$ cat src/rtl/interrupt_arbiter.sv
// Interrupt arbiter: syncs raw sources, owns mip state, picks one cause
// and hands it to commit with a req/ack handshake plus post-ack holdoff.
module interrupt_arbiter #(
  parameter logic [11:0] EDGE_MASK = 12'h0aa,
  parameter int unsigned HOLDOFF   = 2
) (
  input  logic        i_clk,
  input  logic        i_rst_n,
  input  logic [11:0] i_irq,
  input  logic        i_csr_we,
  input  logic [11:0] i_csr_wdata,
  input  logic [11:0] i_inte,
  input  logic [11:0] i_mideleg,
  input  logic [1:0]  i_priv,
  input  logic        i_mie,
  input  logic        i_sie,
  input  logic        i_ack,
  output logic [11:0] o_intp,
  output logic        o_req,
  output logic [3:0]  o_cause,
  output logic        o_to_s
);

  localparam logic [11:0] IMPL  = 12'haaa;
  localparam logic [11:0] EMASK = EDGE_MASK & IMPL;
  localparam logic [11:0] LMASK = ~EDGE_MASK & IMPL;
  localparam logic [3:0]  HLD   = 4'(HOLDOFF);

  typedef enum logic [1:0] {
    IDLE  = 2'd0,
    ARMED = 2'd1,
    HOLD  = 2'd2
  } state_t;

  state_t      state;
  state_t      state_n;
  logic [3:0]  cnt;
  logic [3:0]  cnt_n;
  logic        arm;

  logic [11:0] sync1;
  logic [11:0] sync;
  logic [11:0] prev;
  logic [11:0] pend;
  logic [11:0] pend_n;
  logic [11:0] edge_n;
  logic [11:0] rise;
  logic [11:0] clr;

  logic        m_en;
  logic        s_en;
  logic [11:0] m_cand;
  logic [11:0] s_cand;
  logic [4:0]  m_pick;
  logic [4:0]  s_pick;
  logic        win_any;
  logic [3:0]  win_cause;
  logic        win_s;
  logic        frozen_ok;

  // Fixed order 11,3,7,9,1,5; returns {valid, cause}
  function automatic logic [4:0] pick(input logic [11:0] c);
    logic [4:0] r;
    r = 5'd0;
    if (c[11])     r = {1'b1, 4'd11};
    else if (c[3]) r = {1'b1, 4'd3};
    else if (c[7]) r = {1'b1, 4'd7};
    else if (c[9]) r = {1'b1, 4'd9};
    else if (c[1]) r = {1'b1, 4'd1};
    else if (c[5]) r = {1'b1, 4'd5};
    return r;
  endfunction

  always_ff @(posedge i_clk or negedge i_rst_n) begin
    if (!i_rst_n) begin
      sync1 <= '0;
      sync  <= '0;
      prev  <= '0;
    end else begin
      sync1 <= i_irq;
      sync  <= sync1;
      prev  <= sync;
    end
  end

  always_comb begin
    rise = sync & ~prev & EMASK;
    clr  = '0;
    if (state == ARMED && i_ack)
      clr = 12'd1 << o_cause;
    edge_n = i_csr_we ? i_csr_wdata : (pend & ~clr);
    edge_n = (edge_n | rise) & EMASK;
    pend_n = edge_n | (sync & LMASK);
  end

  always_ff @(posedge i_clk or negedge i_rst_n) begin
    if (!i_rst_n) pend <= '0;
    else          pend <= pend_n;
  end

  always_comb begin
    m_en   = (i_priv != 2'b11) || i_mie;
    s_en   = (i_priv == 2'b00) ||
             (i_priv == 2'b01 && i_sie);
    m_cand = pend & i_inte & ~i_mideleg;
    s_cand = pend & i_inte & i_mideleg;
    if (!m_en) m_cand = '0;
    if (!s_en) s_cand = '0;
    m_pick = pick(m_cand);
    s_pick = pick(s_cand);
    win_any   = m_pick[4] || s_pick[4];
    win_s     = !m_pick[4];
    win_cause = m_pick[4] ? m_pick[3:0] : s_pick[3:0];
    frozen_ok = o_to_s ? s_cand[o_cause] : m_cand[o_cause];
  end

  always_comb begin
    state_n = state;
    cnt_n   = cnt;
    arm     = 1'b0;
    unique case (state)
      IDLE: begin
        if (win_any && cnt == 4'd0) begin
          state_n = ARMED;
          arm     = 1'b1;
        end
      end
      ARMED: begin
        if (i_ack) begin
          state_n = HOLD;
          cnt_n   = HLD;
        end else if (!frozen_ok) begin
          state_n = IDLE;
        end
      end
      HOLD: begin
        if (cnt <= 4'd1) begin
          cnt_n   = 4'd0;
          state_n = IDLE;
        end else begin
          cnt_n = cnt - 4'd1;
        end
      end
      default: begin
        state_n = IDLE;
        cnt_n   = 4'd0;
      end
    endcase
  end

  always_ff @(posedge i_clk or negedge i_rst_n) begin
    if (!i_rst_n) begin
      state   <= IDLE;
      cnt     <= 4'd0;
      o_req   <= 1'b0;
      o_cause <= 4'd0;
      o_to_s  <= 1'b0;
    end else begin
      state <= state_n;
      cnt   <= cnt_n;
      o_req <= (state_n == ARMED);
      if (arm) begin
        o_cause <= win_cause;
        o_to_s  <= win_s;
      end
    end
  end

  assign o_intp = pend;

endmodule

$ cat config.mk
export PLATFORM = sky130hd
export DESIGN_NAME = interrupt_arbiter
export DESIGN_NICKNAME = d
export VERILOG_FILES = /design/src/rtl/interrupt_arbiter.sv
export SDC_FILE = /design/constraint.sdc
export NUM_CORES = 1
export LEC_CHECK = 0
export CAP_MARGIN = 20
export CORE_MARGIN = 2
export CORE_UTILIZATION = 35
export DETAILED_ROUTE_END_ITERATION = 16
export PLACE_DENSITY = 0.67
export SETUP_SLACK_MARGIN = 0.2
export SLEW_MARGIN = 30
export SYNTH_ARGS = -nofsm -noshare
export SYNTH_HDL_FRONTEND = slang
export SYNTH_SLANG_ARGS = --single-unit
$ cat constraint.sdc
create_clock -name i_clk -period 4.1 [get_ports i_clk]
set_clock_uncertainty 0.1 [all_clocks]
set_input_delay 0.82 -clock i_clk [delete_from_list [all_inputs] [get_ports i_clk]]
set_output_delay 0.82 -clock i_clk [all_outputs]
set_load 0.02 [all_outputs]
==> results.yml <==
die:
  rows: 26
  io_pins: 74
  core_um2: 5140
  fp.dieArea_um2: 5980
  die-width_um: 77.3
  start_util: 0.366
  die_h_um: 77.3
routing:
  drt_iter0_drc: 50
  first_pass_iters: 4
  vias: 1509
  via_per_inst: 5.24
  wirelength_mm: 4.10
  drcViolationCount: 0
  wl_per_cell_um: 14.2
  ant_nets: 0
grt:
  grt_pass1_wl_mm: 6.87
  grt_overflow_total: 0
  grt_max_degree: 35
  antenna_found_initial: 0
  grtUsageTotal: 0.144
  grt_pass1_vias: 1491
timing:
  tightestPinTransition_ps: 650
  finalHoldViolCount: 0
  layout_setup_ws_ps: 1330
  slew_headroom: 0.555
  setup_tns_ps: 0
  hold-worst-slack_ps: 244
  fin_crit_ps: 2770
  max_freq_mhz: 361
  finalMaxSlewViolations: 0
  finalCritPeriodShare: 0.676
  setup_violations: 0
  rsz0062_at_grt: "no"
critical_path:
  cp_slowest_cell: "a2111oi_0"
  cp_num_buf_inv: 1
  cp-start-kind: "primary input"
  critPathRequiredTime_ps: 4170
  end_kind: "flop"
  arrival_ps: 2850
  crit_type: "in2reg"
  path_delay_family: "compound AO/OA/AOI/OAI gates"
  path_max_fanout: 5
  crit_path_cell_trace: "clkdlybuf4s50_1 -> and3_1 -> a211oi_1 -> a2111oi_0 -> o31ai_1 -> a311oi_1"
  cp_slowest_stage_delay_ps: 600
finish:
  multi_input_area_um2: 958
  area_growth_pct: 29.9
  final_nets: 279
  fillCellCount: 514
  drive_above_1_share: 0.101
  antenna_cells: 0
  regArea_um2: 851
pwr:
  power_leakage_nw: 1.01
  seq_power_share: 0.377
  powerDensity_nw_per_um2: 507
  swShare: 0.389
  p_int_uw: 758
  peakVddDrop_mv: 0.293
  p_clk_frac: 0.205
  p_comb_frac: 0.418
  switching_power_uw: 482
cts:
  cts_buffer_depth: 2
  clk_latency_ps: 290
  clk_pin_slew_ps: 80
  cts_max_level: 2
  ctsResizeCount: 0
  clkSinkCount: 34
  cts_buffers: 5
  clock-root-buffer: "clkbuf_8"
  post_cts.repair.setup_buffers: 0
  ctsHoldBuffers: 0
  cts_tree: "yes"
placed_design:
  io_buffers: 41
  gp_congestion: 0.874
  dpl.hpwl_mm: 3.13
  preCtsSetupSlack_ps: 1030
synthesis:
  synth-seq-cells: 34
  ys_seq_area_frac: 0.452
  yosys_warnings: 0
  avgSynthCellArea_um2: 11.0
  syn_inst: 171
  synth_edf_count: 0
  synth_async_sr_flop_share: 1.00
  synth_area_um2: 1880
  yosys_most_used_dff: "dfrtp_1"
  synthDistinctLibCells: 56
job:
  maxCapViolations: 0
outcome:
  status: "finished, final reports clean"
hold_path:
  hold_path_class: "reg2reg"
==> cells in the final DEF, fill, tap and decap left out, types with 3 or more instances in the layout <==
master           count
a211oi_1             4
a21oi_1             10
and3_1               4
clkbuf_8             6
clkdlybuf4s50_1     41
conb_1               6
dfrtp_1             34
ha_1                 6
inv_1                9
mux2i_1              3
nand2_1              8
nand3_1              6
nor2_1               5
nor2b_1              5
nor3_1               3
o21ai_0             10
o22ai_1              3
o31ai_1              3
==> power by group through the flow <==
stage	registers, mW	clock network, mW	logic (mW)
finish	0.467	0.254	0.518
global route	0.481	0.280	0.575
CTS	0.466	0.262	0.524
floorplan	0.479	0	0.333
global placement	0.471	0	0.515
detailed placement	0.472	0	0.522
==> final cells by class <==
class,count,share of cell area
tap,70,0.0358
clock buffer,6,0.0338
multi-input combinational,125,0.392
sequential,34,0.348
clock inverter,2,0.00512
inverter,9,0.0138
timing repair buffer,42,0.171
==> routing by layer <==
layer / share of wire / track usage / routed length (µm)
met1: 0.46 / 0.184 / 1880
met2: 0.46 / 0.224 / 1880
met3: 0.069 / 0.0412 / 284
met4: 0.014 / 0.0696 / 59
met5: 0 / 0 / 0
==> registers in the layout, indices dropped and copies added (netlist names) <==
register / cells
o_intp: 6
sync1: 6
sync: 6
cnt: 4
o_cause: 4
prev: 4
state: 2
o_req: 1
o_to_s: 1
==> path summary, 6_finish.rpt <==
check,from,endpoint,slack [ps],cells after the start
setup / recovery,i_mideleg[9],o_req$_DFF_PN0_,1330,6
hold / removal,sync1[9]$_DFF_PN0_,sync[9]$_DFF_PN0_,240,0
setup reg to reg,cnt[0]$_DFFE_PN0P_,o_cause[3]$_DFFE_PN0P_,1930,7
hold reg to reg,sync1[9]$_DFF_PN0_,sync[9]$_DFF_PN0_,240,0
max in group asynchronous,i_rst_n,o_intp[1]$_DFF_PN0_,2750,2
min in group asynchronous,i_rst_n,o_intp[3]$_DFF_PN0_,840,2
==> stage by stage <==
| stage | cell area [µm²] | power [mW] | utilization | cells |
|---|---|---|---|---|
| global placement | 2350 | 0.986 | 0.457 | 280 |
| finish | 2440 | 1.24 | 0.475 | 288 |
| detailed placement | 2350 | 0.993 | 0.457 | 280 |
| floorplan | 1900 | 0.812 | - | 176 |
| CTS | 2440 | 1.25 | 0.475 | 288 |
| global route | 2440 | 1.34 | 0.475 | 288 |
==> cells by family after synthesis <==
group / after synthesis / synth area share
compound gates: 52 / 0.229
fa+ha+maj: 6 / 0.0399
buf+inv: 17 / 0.0485
flops: 34 / 0.452
mux: 5 / 0.0279
other cells: 1 / 0.00199
simple gates: 56 / 0.201
==> cell usage after synthesis, types with 3 or more instances <==
| cell type | n | area share |
|---|---|---|
| dfrtp_1 | 34 | 0.45 |
| a21oi_1 | 10 | 0.027 |
| o21ai_0 | 10 | 0.027 |
| inv_1 | 9 | 0.018 |
| nand2_1 | 8 | 0.016 |
| buf_4 | 7 | 0.028 |
| ha_1 | 6 | 0.040 |
| nand3_1 | 6 | 0.016 |
| nor2_1 | 5 | 0.010 |
| nor2b_1 | 5 | 0.017 |
| a211oi_1 | 4 | 0.016 |
| and3_1 | 4 | 0.013 |
| mux2i_1 | 3 | 0.016 |
| nor3_1 | 3 | 0.0080 |
| o22ai_1 | 3 | 0.010 |
| o31ai_1 | 3 | 0.012 |
(Power assumes the default switching activity.)
